===== src/rtl/register_bank_pkg.sv =====
// Shared definitions for the register bank: op encodings and the op decoder,
// which the control unit's instruction decoder also uses.
package register_bank_pkg;

   localparam logic [1:0] OP_NOP    = 2'b00;
   localparam logic [1:0] OP_LOAD   = 2'b01;
   localparam logic [1:0] OP_INC    = 2'b10;
   localparam logic [1:0] OP_CLRDEC = 2'b11;

   // One-hot decoded form of an op. At most one field is set; all zero means NOP.
   typedef struct packed {
      logic load;
      logic inc;
      logic dec;
      logic clr;
   } op_ctl_t;

   // op_dec only matters for OP_CLRDEC, where it chooses DEC over CLR.
   function automatic op_ctl_t decode_op(input logic [1:0] op, input logic op_dec);
      op_ctl_t c;
      c = '0;
      case (op)
         OP_LOAD:   c.load = 1'b1;
         OP_INC:    c.inc  = 1'b1;
         OP_CLRDEC: begin
            if (op_dec) c.dec = 1'b1;
            else        c.clr = 1'b1;
         end
         default:   c = '0;
      endcase
      return c;
   endfunction

endpackage


===== src/rtl/register_cell.sv =====
// One DATA_W register with load/inc/dec/clr controls. The controls only take
// effect while en is high, so the bank can share them across all cells.
// wrap_next flags that the op about to be applied rolls the value over.
module register_cell #(
   parameter int DATA_W = 16
) (
   input  logic              clk,
   input  logic              rst_n,
   input  logic              en,
   input  logic              load,
   input  logic              inc,
   input  logic              dec,
   input  logic              clr,
   input  logic [DATA_W-1:0] d,
   output logic [DATA_W-1:0] q,
   output logic              wrap_next
);

   logic [DATA_W-1:0] q_next;

   // Next value: at most one control is active; the priority only guards against misuse.
   always_comb begin
      q_next = q;
      if (en) begin
         if (load)     q_next = d;
         else if (inc) q_next = q + DATA_W'(1);
         else if (dec) q_next = q - DATA_W'(1);
         else if (clr) q_next = '0;
      end
   end

   // Register with async clear.
   always_ff @(posedge clk or negedge rst_n) begin
      if (!rst_n) q <= '0;
      else        q <= q_next;
   end

   // Rollover: INC of all-ones or DEC of zero.
   assign wrap_next = en & ((inc & (&q)) | (dec & ~(|q)));

endmodule


===== src/rtl/register_bank.sv =====
// NUM_REGS x DATA_W register bank: one modify port (C bus) and two
// combinational read ports (A and B buses), plus a zero flag on A and a
// one-cycle wrap pulse for loop counters. Selects that address a register
// beyond NUM_REGS are ignored on write and read back as zero.
module register_bank
   import register_bank_pkg::*;
#(
   parameter int DATA_W   = 16,
   parameter int NUM_REGS = 8,
   parameter int SEL_W    = 3,
   parameter bit BYPASS   = 1'b0
) (
   input  logic              clk,
   input  logic              rst_n,
   input  logic [1:0]        op,
   input  logic              op_dec,
   input  logic [SEL_W-1:0]  c_sel,
   input  logic [DATA_W-1:0] c_in,
   input  logic [SEL_W-1:0]  a_sel,
   input  logic [SEL_W-1:0]  b_sel,
   output logic [DATA_W-1:0] a_out,
   output logic [DATA_W-1:0] b_out,
   output logic              a_zero,
   output logic              wrap
);

   op_ctl_t             ctl;
   logic [NUM_REGS-1:0] c_hit;
   logic [NUM_REGS-1:0] wrap_term;
   logic [DATA_W-1:0]   regs [NUM_REGS];
   logic [DATA_W-1:0]   a_mux;
   logic [DATA_W-1:0]   b_mux;
   logic                load_hit;
   logic                wrap_q;

   assign ctl = decode_op(op, op_dec);

   // One-hot target decode; an out-of-range c_sel yields no hit, so nothing is written.
   always_comb begin
      c_hit = '0;
      for (int i = 0; i < NUM_REGS; i++) begin
         c_hit[i] = (c_sel == SEL_W'(i));
      end
   end

   for (genvar g = 0; g < NUM_REGS; g++) begin : g_cell
      register_cell #(
         .DATA_W(DATA_W)
      ) u_cell (
         .clk       (clk),
         .rst_n     (rst_n),
         .en        (c_hit[g]),
         .load      (ctl.load),
         .inc       (ctl.inc),
         .dec       (ctl.dec),
         .clr       (ctl.clr),
         .d         (c_in),
         .q         (regs[g]),
         .wrap_next (wrap_term[g])
      );
   end

   // Read muxes; an out-of-range select matches no register and returns zero.
   always_comb begin
      a_mux = '0;
      b_mux = '0;
      for (int i = 0; i < NUM_REGS; i++) begin
         if (a_sel == SEL_W'(i)) a_mux = regs[i];
         if (b_sel == SEL_W'(i)) b_mux = regs[i];
      end
   end

   // Only a LOAD to an existing register is forwarded, and never while reset holds the
   // bank at zero. A select equal to a valid c_sel is itself valid.
   assign load_hit = ctl.load & (|c_hit) & rst_n;

   assign a_out  = (BYPASS && load_hit && (a_sel == c_sel)) ? c_in : a_mux;
   assign b_out  = (BYPASS && load_hit && (b_sel == c_sel)) ? c_in : b_mux;
   assign a_zero = ~(|a_out);

   // Wrap pulse: reflects only the op of the previous cycle.
   always_ff @(posedge clk or negedge rst_n) begin
      if (!rst_n) wrap_q <= 1'b0;
      else        wrap_q <= |wrap_term;
   end

   assign wrap = wrap_q;

endmodule


===== config.mk =====
export PLATFORM = sky130hd
export DESIGN_NAME = register_bank
export DESIGN_NICKNAME = d
export VERILOG_FILES = /design/src/rtl/register_bank_pkg.sv /design/src/rtl/register_cell.sv /design/src/rtl/register_bank.sv
export SDC_FILE = /design/constraint.sdc
export NUM_CORES = 1
export LEC_CHECK = 0
export CORE_MARGIN = 1
export CORE_UTILIZATION = 30
export DETAILED_ROUTE_END_ITERATION = 10
export PLACE_DENSITY_LB_ADDON = 0.1
export SYNTH_ARGS = -nofsm -noshare
export SYNTH_HDL_FRONTEND = slang
export SYNTH_SLANG_ARGS = --single-unit
export TNS_END_PERCENT = 100

===== constraint.sdc =====
create_clock -name clk -period 4 [get_ports clk]
set_input_delay 0.4 -clock clk [delete_from_list [all_inputs] [get_ports clk]]
set_output_delay 0.4 -clock clk [all_outputs]
set_load 0.01 [all_outputs]

* Word-level counts from Yosys, hierarchy flattened
Index checks and enable logic that the tools add are counted.
Storage, ports and cells: flip-flop bits (word level) 129, bits in latches 0, RAM bits 0, bits in read-only memories 0, input port bits 30, output and inout bits 34, word-level logic and storage cells 166, memories kept 0
Operators by class: add/sub/neg operators 16, multipliers 0, divide/modulo/power cells 0, order comparisons 0, equal/unequal tests 24, shifts and indexed selects 0, muxes and demuxes 46, bitwise operators 41, reductions and logical operators 30
Operators with widths (number):
- $mux W16 | 41
- $reduce_or A16 Y1 | 9
- $add A16 B1 Y16 const B | 8
- $reduce_and A16 Y1 | 8
- $sub A16 B1 Y16 const B | 8
- $eq A3 B3 Y1 const B | 12
- $and A1 B1 Y1 | 24
- $eq A3 B2 Y1 const B | 6
- $reduce_and A2 Y1 | 8
- $eq A3 B1 Y1 const B | 3
- $logic_not A3 Y1 | 3
- $not A1 Y1 | 9
- $or A1 B1 Y1 | 8
- $reduce_or A8 Y1 | 1
- $eq A2 B2 Y1 const B | 2
- $mux W1 | 4
- $reduce_bool A4 Y1 | 1
- $eq A2 B1 Y1 const B | 1
- $mux W2 | 1

* Logic depth before layout (Yosys ltp)
word-level depth 11, mapped depth 9, mapped depth without buffers 8

* Hierarchy
From an unflattened synthesis, not the netlist that was laid out.
Unflattened totals: cells, all modules 1986, area, all modules 14816.7 µm²
By module, submodules not included:
- register_cell (g_cell[0].u_cell ...) | instances 5, cells each 206, area each 1524.0 µm²
- register_cell (g_cell[5].u_cell ...) | instances 3, cells each 201, area each 1545.2 µm²
- register_bank | instances 1, cells each 353, area each 2561.2 µm²

* Worst setup path before layout
Ideal clock, no wire load.
path kind input to output, from input a_sel[1], to output a_zero, arrival time 2172 ps, required time 3600 ps, path slack 1428 ps, stages 7, buffers on the path 3, path through clkbuf_1 > buf_1 > buf_2 > mux4_2 > mux2_2 > nor4_1 > and4_1
On the way: longest elaborated chain between the ends 11
Ends and longest elaborated chain:
- start: declaration | RTL line register_bank.sv:19 | input logic [SEL_W-1:0] a_sel,
- $logic_not A3 Y1 | RTL line register_bank.sv:68 | if (a_sel == SEL_W'(i)) a_mux = regs[i];
- $mux W16 (7 in a row) | RTL line register_bank.sv:68
- $mux W16 (*) | RTL line register_bank.sv:68
- net a_out[6] | RTL line register_bank.sv:21 | output logic [DATA_W-1:0] a_out,
- $reduce_or A16 Y1 (*) | RTL line register_bank.sv:79 | assign a_zero = ~(|a_out);
- $not A1 Y1 (*) | RTL line register_bank.sv:79
- end: declaration | RTL line register_bank.sv:23 | output logic a_zero,
The timed path passes the listed nets; every way through them passes the cells marked *.

* Worst setup path after layout
from input a_sel[0], to output a_zero
On the way: longest elaborated chain between the ends 11
Ends and longest elaborated chain (RTL line):
- $logic_not A3 Y1 | register_bank.sv:68
- $mux W16 (7 in a row) | register_bank.sv:68
- $mux W16 (*) | register_bank.sv:68
- $reduce_or A16 Y1 (*) | register_bank.sv:79
- $not A1 Y1 (*) | register_bank.sv:79
Mark *: on every way between the ends. The rest lies on a longest branch, timed or not.

==> flow_summary.toml <==
[outcome]
status = "complete, but fails checks"
violations = "negative hold slack"

[critical_path]
worstReg2RegEnd = "wrap"
worstPathMaxFanout = 13
crit_required_ns = 3.60
rrSetupSlack_ns = 1.15
r2r_cells = 7
r2r-start = "g_cell[4].u_cell.q[9]"
critPathLaunchType = "input port"
crit_arrival_ns = 3.27
crit_type = "input port to output port"
cp-end-kind = "output port"

[floorplanning]
start_util_pct = 30.4
die_height_um = 211
io-pin-count = 64
rows = 76
core_area_sq_um = 43000
die_w_um = 211
die_area_sq_um = 44400

[grt]
grt_antenna_before_repair = 4
grt_pass1_wl_um = 98900
grt_overflow = 0
grt_start_max_net_pins = 102
first_global_vias = 13800
track_usage_pct = 30.7

[timing]
relSlewSlack_pct = 35.5
skew_ns = 0.0172
finalSetupViolCount = 0
min_period_ns = 3.67
hold_viol_final = 2
drv_slew = 0
fin_hold_ws_ns = -0.00666
finalSetupTns_ns = 0
rsz0062_at_grt = "no"
tightest_slew_ns = 0.967
max_freq_ghz = 0.273
min_period_over_period_pct = 91.7

[cts]
clk_pin_slew_ns = 0.06
cts_sinks = 129
clk_latency_ns = 0.47
cts_tree = "built"
cts_setup_buffers = 0
holdBufCountCts = 0
cts_buffers = 17
h-tree-depth = 4
cts-root-buf = "clkbuf_16"
cts_resized = 0
cts_max_path_buffers = 2

[pwr]
p_per_area_nw_per_um2 = 421
report.power.total_mw = 6.31
ir_worst_vdd_mv = 0.234
cellLeakagePower_nw = 5.64

[drt]
dr.pass1.iters = 5
via_per_inst = 6.19
drt_iter0_markers = 1410
drc = 0
drt-total-wl_um = 67200
drtAntennaViolNets = 0
vias = 14800
wl_per_cell_um = 28.1

[finish]
area_growth_pct = 14.7
finalNetCount = 1849
regArea_sq_um = 3230
final_layout_size_suffix_gt1_share_pct = 8.85
multiInputGateArea_sq_um = 8920
fill_cells = 4629
instances_no_fill = 2393
final_util_pct = 34.8

[logic_synthesis]
yosysTopAreaCellShare_pct = 24.7
synth-seq-cells = 129
yosysWarningCount = 0
netlist_top_cells_area = "dfrtp_1, o21ai_0, nand2_1"
synth_edf_count = 0
syn_inst = 1816
synth_area_leader_cell = "dfrtp_1"
syn_nets = 1870
synthFlopType = "dfrtp_1"
synth.distinct_cells = 73
seq_area_frac_synth_pct = 24.7
netlist_area_sq_um = 13100
synth.avg_cell_area_sq_um = 7.19
synthArstFlopShare_pct = 100

[placed_design]
hpwlAfterDp_um = 48600
gpl.final_weighted_congestion = 1.01
port_buffers = 63
dpl.cell_count = 2361

[min_path]
hp-class = "input port to asynchronous set/reset pin"

[run]
drv_cap = 0
placed cells by master, fill, tap and decap left out, types with 9 or more instances in the layout:
cell type | netlist | routed
a221oi_1 | 9 | 9
a211oi_1 | 20 | 20
nand3_1 | 77 | 76
xor2_1 | 22 | 22
nor3b_1 | 13 | 13
nand2_1 | 182 | 181
o31ai_1 | 23 | 23
o211ai_1 | 14 | 14
xnor2_1 | 41 | 41
a31oi_1 | 18 | 18
and3_1 | 31 | 30
nand4_1 | 29 | 29
mux2i_1 | 61 | 61
nor3_1 | 62 | 62
ha_1 | 24 | 24
clkbuf_16 | 0 | 17
nand2b_1 | 9 | 9
o22ai_1 | 27 | 27
o21ai_0 | 229 | 229
nor4_1 | 39 | 38
a22oi_1 | 28 | 28
dfrtp_1 | 129 | 129
inv_1 | 51 | 51
a22o_1 | 34 | 34
nor2_1 | 134 | 134
or3_1 | 9 | 9
clkdlybuf4s50_1 | 0 | 60
o221ai_1 | 37 | 37
buf_4 | 0 | 87
a21oi_1 | 125 | 125
and2_1 | 16 | 16
flip-flops by register name, indices dropped and copies added, names as in the netlist:
signal           flops
g_cell.u_cell.q    128
wrap                 1
per-stage QoR:
stage	setup WS, ns	hold WS [ns]	area [sq um]
after global placement	0.350	0.557	14400
after floorplan	1.43	0.104	13100
final	0.333	-0.00666	15000
after global routing	0.237	0.0761	15000
after CTS	0.359	0.0482	15000
after detailed placement	0.365	0.555	14400
cell usage after synthesis, drive strengths merged, types with 10 or more instances:
library cell	n
o21ai	235
buf	28
nor2b	10
o221ai	38
a211oi	20
a22o	34
and3	31
dfrtp	129
a21oi	125
o22ai	27
or4	10
o211ai	14
nor4	42
nand4	29
nor3	63
and2	22
a31oi	18
ha	24
nor2	134
o31ai	23
nand3	77
xor2	22
mux2i	61
a22oi	28
xnor2	41
or3	10
clkbuf	167
nand2	182
nor3b	14
inv	51
worst max path at each step:
stage | from | to | cells after the start
final | a_sel[0] | a_zero | 10
after global routing | a_sel[0] | a_zero | 10
after CTS | a_sel[0] | a_zero | 10
after detailed placement | a_sel[0] | a_zero | 10
after global placement | a_sel[0] | a_zero | 7
after floorplan | a_sel[1] | a_zero | 7
critical path, stage by stage:
cell and delay [ns]:
clkdlybuf4s50_1 0.67, buf_4 0.26, nor2_1 0.06, buf_4 0.17, nand2_1 0.07, a32o_1 0.19, a22oi_1 0.09, nor4_1 0.46
and4_1 0.33, clkdlybuf4s50_1 0.55
cell families after synthesis:
group | share of synthesized area [%]
simple gates | 25.1
compound gates | 29.6
buf+inv | 7.28
flops | 24.7
mux | 6.75
xor+xnor | 4.23
fa+ha+maj | 2.30
metal layers:
metal	track usage (%)	share of wire (%)
met4	12.2	3.9
met3	6.38	7.7
met2	46.0	44
met1	42.7	45
met5	0	0.039
where the power goes:
| part | total [mW] | switching, mW | internal [mW] |
|---|---|---|---|
| Combinational | 2.45 | 1.48 | 0.973 |
| Sequential | 2.32 | 0.764 | 1.55 |
| Clock | 1.55 | 0.671 | 0.876 |
layout make-up:
class,count,share of cell area (%)
Sequential cell,129,21.6
Clock buffer,24,3.15
Clock inverter,7,0.401
Antenna cell,1,0.0167
Multi-Input combinational cell,1441,59.5
Inverter,51,1.28
Tap cell,585,4.89
Timing Repair Buffer,155,9.18
No activity file was read; power rests on OpenSTA's default activity.
